**src/rtl/trig_capture_pkg.sv**
```systemverilog
// rtl/trig_capture_pkg.sv - shared constants and helpers for trig_capture
//   TRIG_N_DEFAULT  : default number of trigger lines
//   TRIG_CW_DEFAULT : default event-count width
//   sat_limit(cw)   : largest value a cw-bit counter may hold (2^cw - 1)
package trig_capture_pkg;

    localparam int TRIG_N_DEFAULT  = 16;
    localparam int TRIG_CW_DEFAULT = 16;

    function automatic longint unsigned sat_limit(input int cw);
        return (64'd1 << cw) - 64'd1;
    endfunction

endpackage

```
**src/rtl/trig_popcount.sv**
```systemverilog
// rtl/trig_popcount.sv - combinational population count
//   bits  [N-1:0]  : input vector
//   count [PW-1:0] : number of set bits in bits
module trig_popcount #(
    parameter int N  = 16,
    parameter int PW = $clog2(N + 1)
) (
    input  logic [N-1:0]  bits,
    output logic [PW-1:0] count
);

    always_comb begin
        count = '0;
        for (int i = 0; i < N; i++) begin
            count = count + PW'(bits[i]);
        end
    end

endmodule

```
**src/rtl/trig_capture.sv**
```systemverilog
// rtl/trig_capture.sv - sticky trigger-edge capture with snapshot-and-clear
//   clk1       : clock, all state on rising edge
//   reset      : asynchronous active-high reset
//   trig_in    : N trigger lines, rising edges are events
//   snap_req   : one-cycle request to snapshot live state and clear it
//   flags_out  : sticky flags at last snapshot
//   count_out  : saturating edge count at last snapshot
//   ovf_out    : repeat edge on an already-set flag since previous snapshot
//   snap_valid : one-cycle pulse when snapshot outputs update
//   pending    : registered OR of live flags
//   mask_in    : per-line event mask (only with TRIG_CAPTURE_MASK_EN)
module trig_capture
    import trig_capture_pkg::*;
#(
    parameter int N  = TRIG_N_DEFAULT,
    parameter int CW = TRIG_CW_DEFAULT
) (
    input  logic          clk1,
    input  logic          reset,
    input  logic [N-1:0]  trig_in,
    input  logic          snap_req,
    output logic [N-1:0]  flags_out,
    output logic [CW-1:0] count_out,
    output logic          ovf_out,
    output logic          snap_valid,
    output logic          pending
`ifdef TRIG_CAPTURE_MASK_EN
    ,
    input  logic [N-1:0]  mask_in
`endif
);

    localparam int PW = $clog2(N + 1);
    localparam int SW = CW + 1;
    localparam logic [SW-1:0] LIMIT = SW'(sat_limit(CW));

    logic [N-1:0]  trig_q;
    logic [N-1:0]  ev;
    logic [N-1:0]  live_flags;
    logic [N-1:0]  flags_next;
    logic [CW-1:0] live_count;
    logic [CW-1:0] count_next;
    logic          live_ovf;
    logic          ovf_next;
    logic [PW-1:0] ev_cnt;
    logic [SW-1:0] sum;

`ifdef TRIG_CAPTURE_MASK_EN
    assign ev = trig_in & ~trig_q & ~mask_in;
`else
    assign ev = trig_in & ~trig_q;
`endif

    trig_popcount #(
        .N  (N),
        .PW (PW)
    ) u_popcount (
        .bits  (ev),
        .count (ev_cnt)
    );

    // Next live values always fold in this cycle's events, so a snapshot
    // taken now includes them and the cleared state starts truly empty.
    always_comb begin
        sum        = SW'(live_count) + SW'(ev_cnt);
        count_next = (sum > LIMIT) ? LIMIT[CW-1:0] : sum[CW-1:0];
        flags_next = live_flags | ev;
        ovf_next   = live_ovf | (|(ev & live_flags));
    end

    always_ff @(posedge clk1 or posedge reset) begin
        if (reset) begin
            // All ones: lines already high at release are not new edges.
            trig_q     <= '1;
            live_flags <= '0;
            live_count <= '0;
            live_ovf   <= 1'b0;
            flags_out  <= '0;
            count_out  <= '0;
            ovf_out    <= 1'b0;
            snap_valid <= 1'b0;
            pending    <= 1'b0;
        end else begin
            trig_q     <= trig_in;
            snap_valid <= snap_req;
            if (snap_req) begin
                flags_out  <= flags_next;
                count_out  <= count_next;
                ovf_out    <= ovf_next;
                live_flags <= '0;
                live_count <= '0;
                live_ovf   <= 1'b0;
                pending    <= 1'b0;
            end else begin
                live_flags <= flags_next;
                live_count <= count_next;
                live_ovf   <= ovf_next;
                pending    <= |flags_next;
            end
        end
    end

endmodule

```
**config.mk**
```make
export PLATFORM = sky130hd
export DESIGN_NAME = trig_capture
export DESIGN_NICKNAME = d
export VERILOG_FILES = /design/src/rtl/trig_capture_pkg.sv /design/src/rtl/trig_popcount.sv /design/src/rtl/trig_capture.sv
export SDC_FILE = /design/constraint.sdc
export NUM_CORES = 1
export LEC_CHECK = 0
export BUFFER_PORTS_ARGS = -buffer_cell sky130_fd_sc_hd__buf_2
export CORE_MARGIN = 4
export CORE_UTILIZATION = 36
export DETAILED_ROUTE_END_ITERATION = 10
export GPL_TIMING_DRIVEN = 0
export SYNTH_ARGS = -nofsm -noshare
export SYNTH_HDL_FRONTEND = slang
export SYNTH_HIERARCHICAL = 1
export SYNTH_SLANG_ARGS = --single-unit
```
**constraint.sdc**
```tcl
create_clock -name clk1 -period 10 [get_ports clk1]
set_clock_uncertainty 0.2 [all_clocks]
set_input_delay 2 -clock clk1 [delete_from_list [all_inputs] [get_ports clk1]]
set_output_delay 2 -clock clk1 [all_outputs]
set_load 0.02 [all_outputs]
```
==> impl_metrics.ini <==
[setup_path]
cp.arrival_ns = 7.19
crit_type = in2reg
worst_setup_path_start_kind = primary input
crit_fanout = 9
cp-end-kind = flop
worstPathRequired_ns = 10.04

[placed_design]
hpwl_um = 6420
gp_congestion = 0.855
io_buffers = 53
placed_cell_area_um2 = 4310
place_inst = 548

[clock_network]
insertion_delay_ns = 0.35
htreeDepth = 3
cts.reportedPaths.clkPinSlew_ns = 0.08
cts_buffer_depth = 2
ctsHoldBuffers = 0
cts_sinks = 84
cts_setup_buffers = 0
root_buffer = clkbuf_8
numCtsBuffers = 9
cts_tree = yes
cts.repair.resized = 0

[pwr]
vdd_ir_drop_max_mv = 0.0999
sequentialPowerShare = 0.448
power.density_nw_per_um2 = 198
clkPwrFrac = 0.238
p_switching_uw = 313
power_uw = 887
swShare = 0.353
intPower_uw = 575
power.leakage_nw = 2.07
power_frac_comb = 0.313

[floorplan]
die_h_um = 111
fp.dieW_um = 111
ioPinCount = 54
rows = 37
core_region_area_um2 = 10400
start_util = 0.370
die-area_um2 = 12400

[global_routing]
grt_pass1_vias = 2919
overflow = 0
antenna_found_initial = 0
grt_pass1_wl_um = 14500
grt_max_degree = 52
grt.total_usage = 0.145

[logic_synthesis]
synth_edf_count = 0
seq_area_frac_synth = 0.553
synth_nets = 398
synth_warnings = 6
synth_area_per_cell_um2 = 10.7
async_flop_share = 1.00
synthesis.area_um2 = 3840
synth_cell_types = 47
synth_ff_type = dfrtp_1
syn_inst = 358
synth_seq_cells = 84

[finish]
stdcell_area_um2 = 4470
fin_nets = 463
drive_gt1_frac = 0.234
area_growth_pct = 16.5
multi_input_area_um2 = 1560
fin_cells = 564
most-common-layout-cells = 78 x nor2_1, 68 x dfrtp_1, 53 x buf_2
fill_cells = 1031
n_antenna_cell = 0
final_common_cell = nor2_1
seq_area_um2 = 2120

[sta]
hold_violations = 0
tightest_slew_ns = 0.609
setup_viol_count_final = 0
slew_violations = 0
rsz0062_at_grt = no
max_freq_mhz = 140
finalCritPeriodShare = 0.715
setup_tns_ns = 0
min_period_ns = 7.15
slew_headroom = 0.594

[flow_run]
drv_cap = 0

[detailed_routing]
drc = 0
num_vias = 2761
routed_via_density = 4.90
first_pass_iters = 4
drt-total-wl_um = 8560
detail-route-antenna-nets = 0
drtIter0Drc = 109
wire_per_inst_um = 15.2

[worst_hold_path]
hold_class = reg2reg

[status]
outcome = finished, final reports clean
==> flip-flops by register name, summed over array words and instances (netlist names) <==
name	flops
live_flags	16
live_ovf	1
count_out	16
flags_out	16
snap_valid	1
pending	1
trig_q	16
ovf_out	1
live_count	16
==> routing by layer <==
| metal | share of wire | global-route usage | routed length [um] |
|---|---|---|---|
| met5 | 0 | 0 | 0 |
| met4 | 0.014 | 0.0414 | 121 |
| met3 | 0.047 | 0.0366 | 400 |
| met2 | 0.50 | 0.250 | 4280 |
| met1 | 0.44 | 0.180 | 3750 |
==> synth_stat cells, drive strengths merged, types with 3 or more instances <==
library cell | instances | area (um2)
mux2 | 5 | 60.1
fa | 11 | 220
nand4 | 6 | 37.5
clkbuf | 10 | 37.5
dfrtp | 68 | 1700
a21oi | 34 | 174
xor2 | 5 | 43.8
a31oi | 6 | 37.5
and3b | 3 | 26.3
dfstp | 16 | 420
nor2b | 22 | 145
ha | 10 | 125
nand3 | 6 | 30.0
inv | 30 | 113
nor2 | 78 | 293
nor3 | 3 | 20.0
a22oi | 4 | 30.0
o21ai | 6 | 33.8
nor4 | 4 | 25.0
==> area by class of cell <==
cell class | count | area share
flip-flops and latches | 84 | 0.474
multi-input cells | 232 | 0.349
repair buffers | 54 | 0.0655
well taps | 136 | 0.0380
clock buffers | 9 | 0.0277
inverters | 30 | 0.0257
plain buffers | 12 | 0.0101
clock inverters | 7 | 0.00979
==> cells by family after synthesis <==
logic type | share of synthesized area
flip-flops | 0.553
AND/OR/NAND/NOR | 0.163
buffers and inverters | 0.0411
AO/OA/AOI/OAI | 0.117
XOR/XNOR | 0.0160
adder cells (fa/ha/maj) | 0.0899
multiplexers | 0.0209
==> power by group through the flow <==
| stage | clock, mW | combinational (mW) | sequential (mW) |
|---|---|---|---|
| 2_1_floorplan | 0 | 0.178 | 0.427 |
| 3_3_place_gp | 0 | 0.268 | 0.403 |
| 3_5_place_dp | 0 | 0.280 | 0.404 |
| 4_1_cts | 0.220 | 0.280 | 0.398 |
| 5_1_grt | 0.234 | 0.318 | 0.403 |
| 6_report | 0.212 | 0.278 | 0.398 |
==> worst max-delay path: stages <==
cell	delay [ns]
buf_2	0.08
nor2b_1	0.25
inv_1	0.10
fa_1	0.49
fa_1	0.52
fa_1	0.53
fa_1	0.45
fa_1	0.43
fa_1	0.45
inv_1	0.09
inv_1	0.06
fa_1	0.42
nand2b_1	0.19
a21oi_2	0.39
o2111ai_1	0.18
mux2_2	0.30
mux2_2	0.26
==> through the flow <==
| stage | hold slack, ns | util | setup slack [ns] |
|---|---|---|---|
| after global placement | 0.294 | 0.412 | 2.52 |
| after global routing | 0.336 | 0.431 | 2.63 |
| after floorplan | 0.279 | - | 3.00 |
| final | 0.315 | 0.431 | 2.85 |
| after detailed placement | 0.297 | 0.415 | 2.51 |
| after CTS | 0.316 | 0.431 | 2.88 |
==> final timing paths <==
check | from | endpoint | slack [ns] | depth (start not counted)
min in group asynchronous | reset | count_out[13] | 1.46 | 2
min reg2reg | count_out[14] | count_out[14] | 0.32 | 1
max | trig_in[3] | count_out[14] | 2.85 | 17
max in group asynchronous | reset | trig_q[2] | 7.49 | 3
max reg2reg | trig_q[3] | count_out[14] | 4.24 | 16
min | count_out[14] | count_out[14] | 0.32 | 1
(Power assumes the default switching activity.)
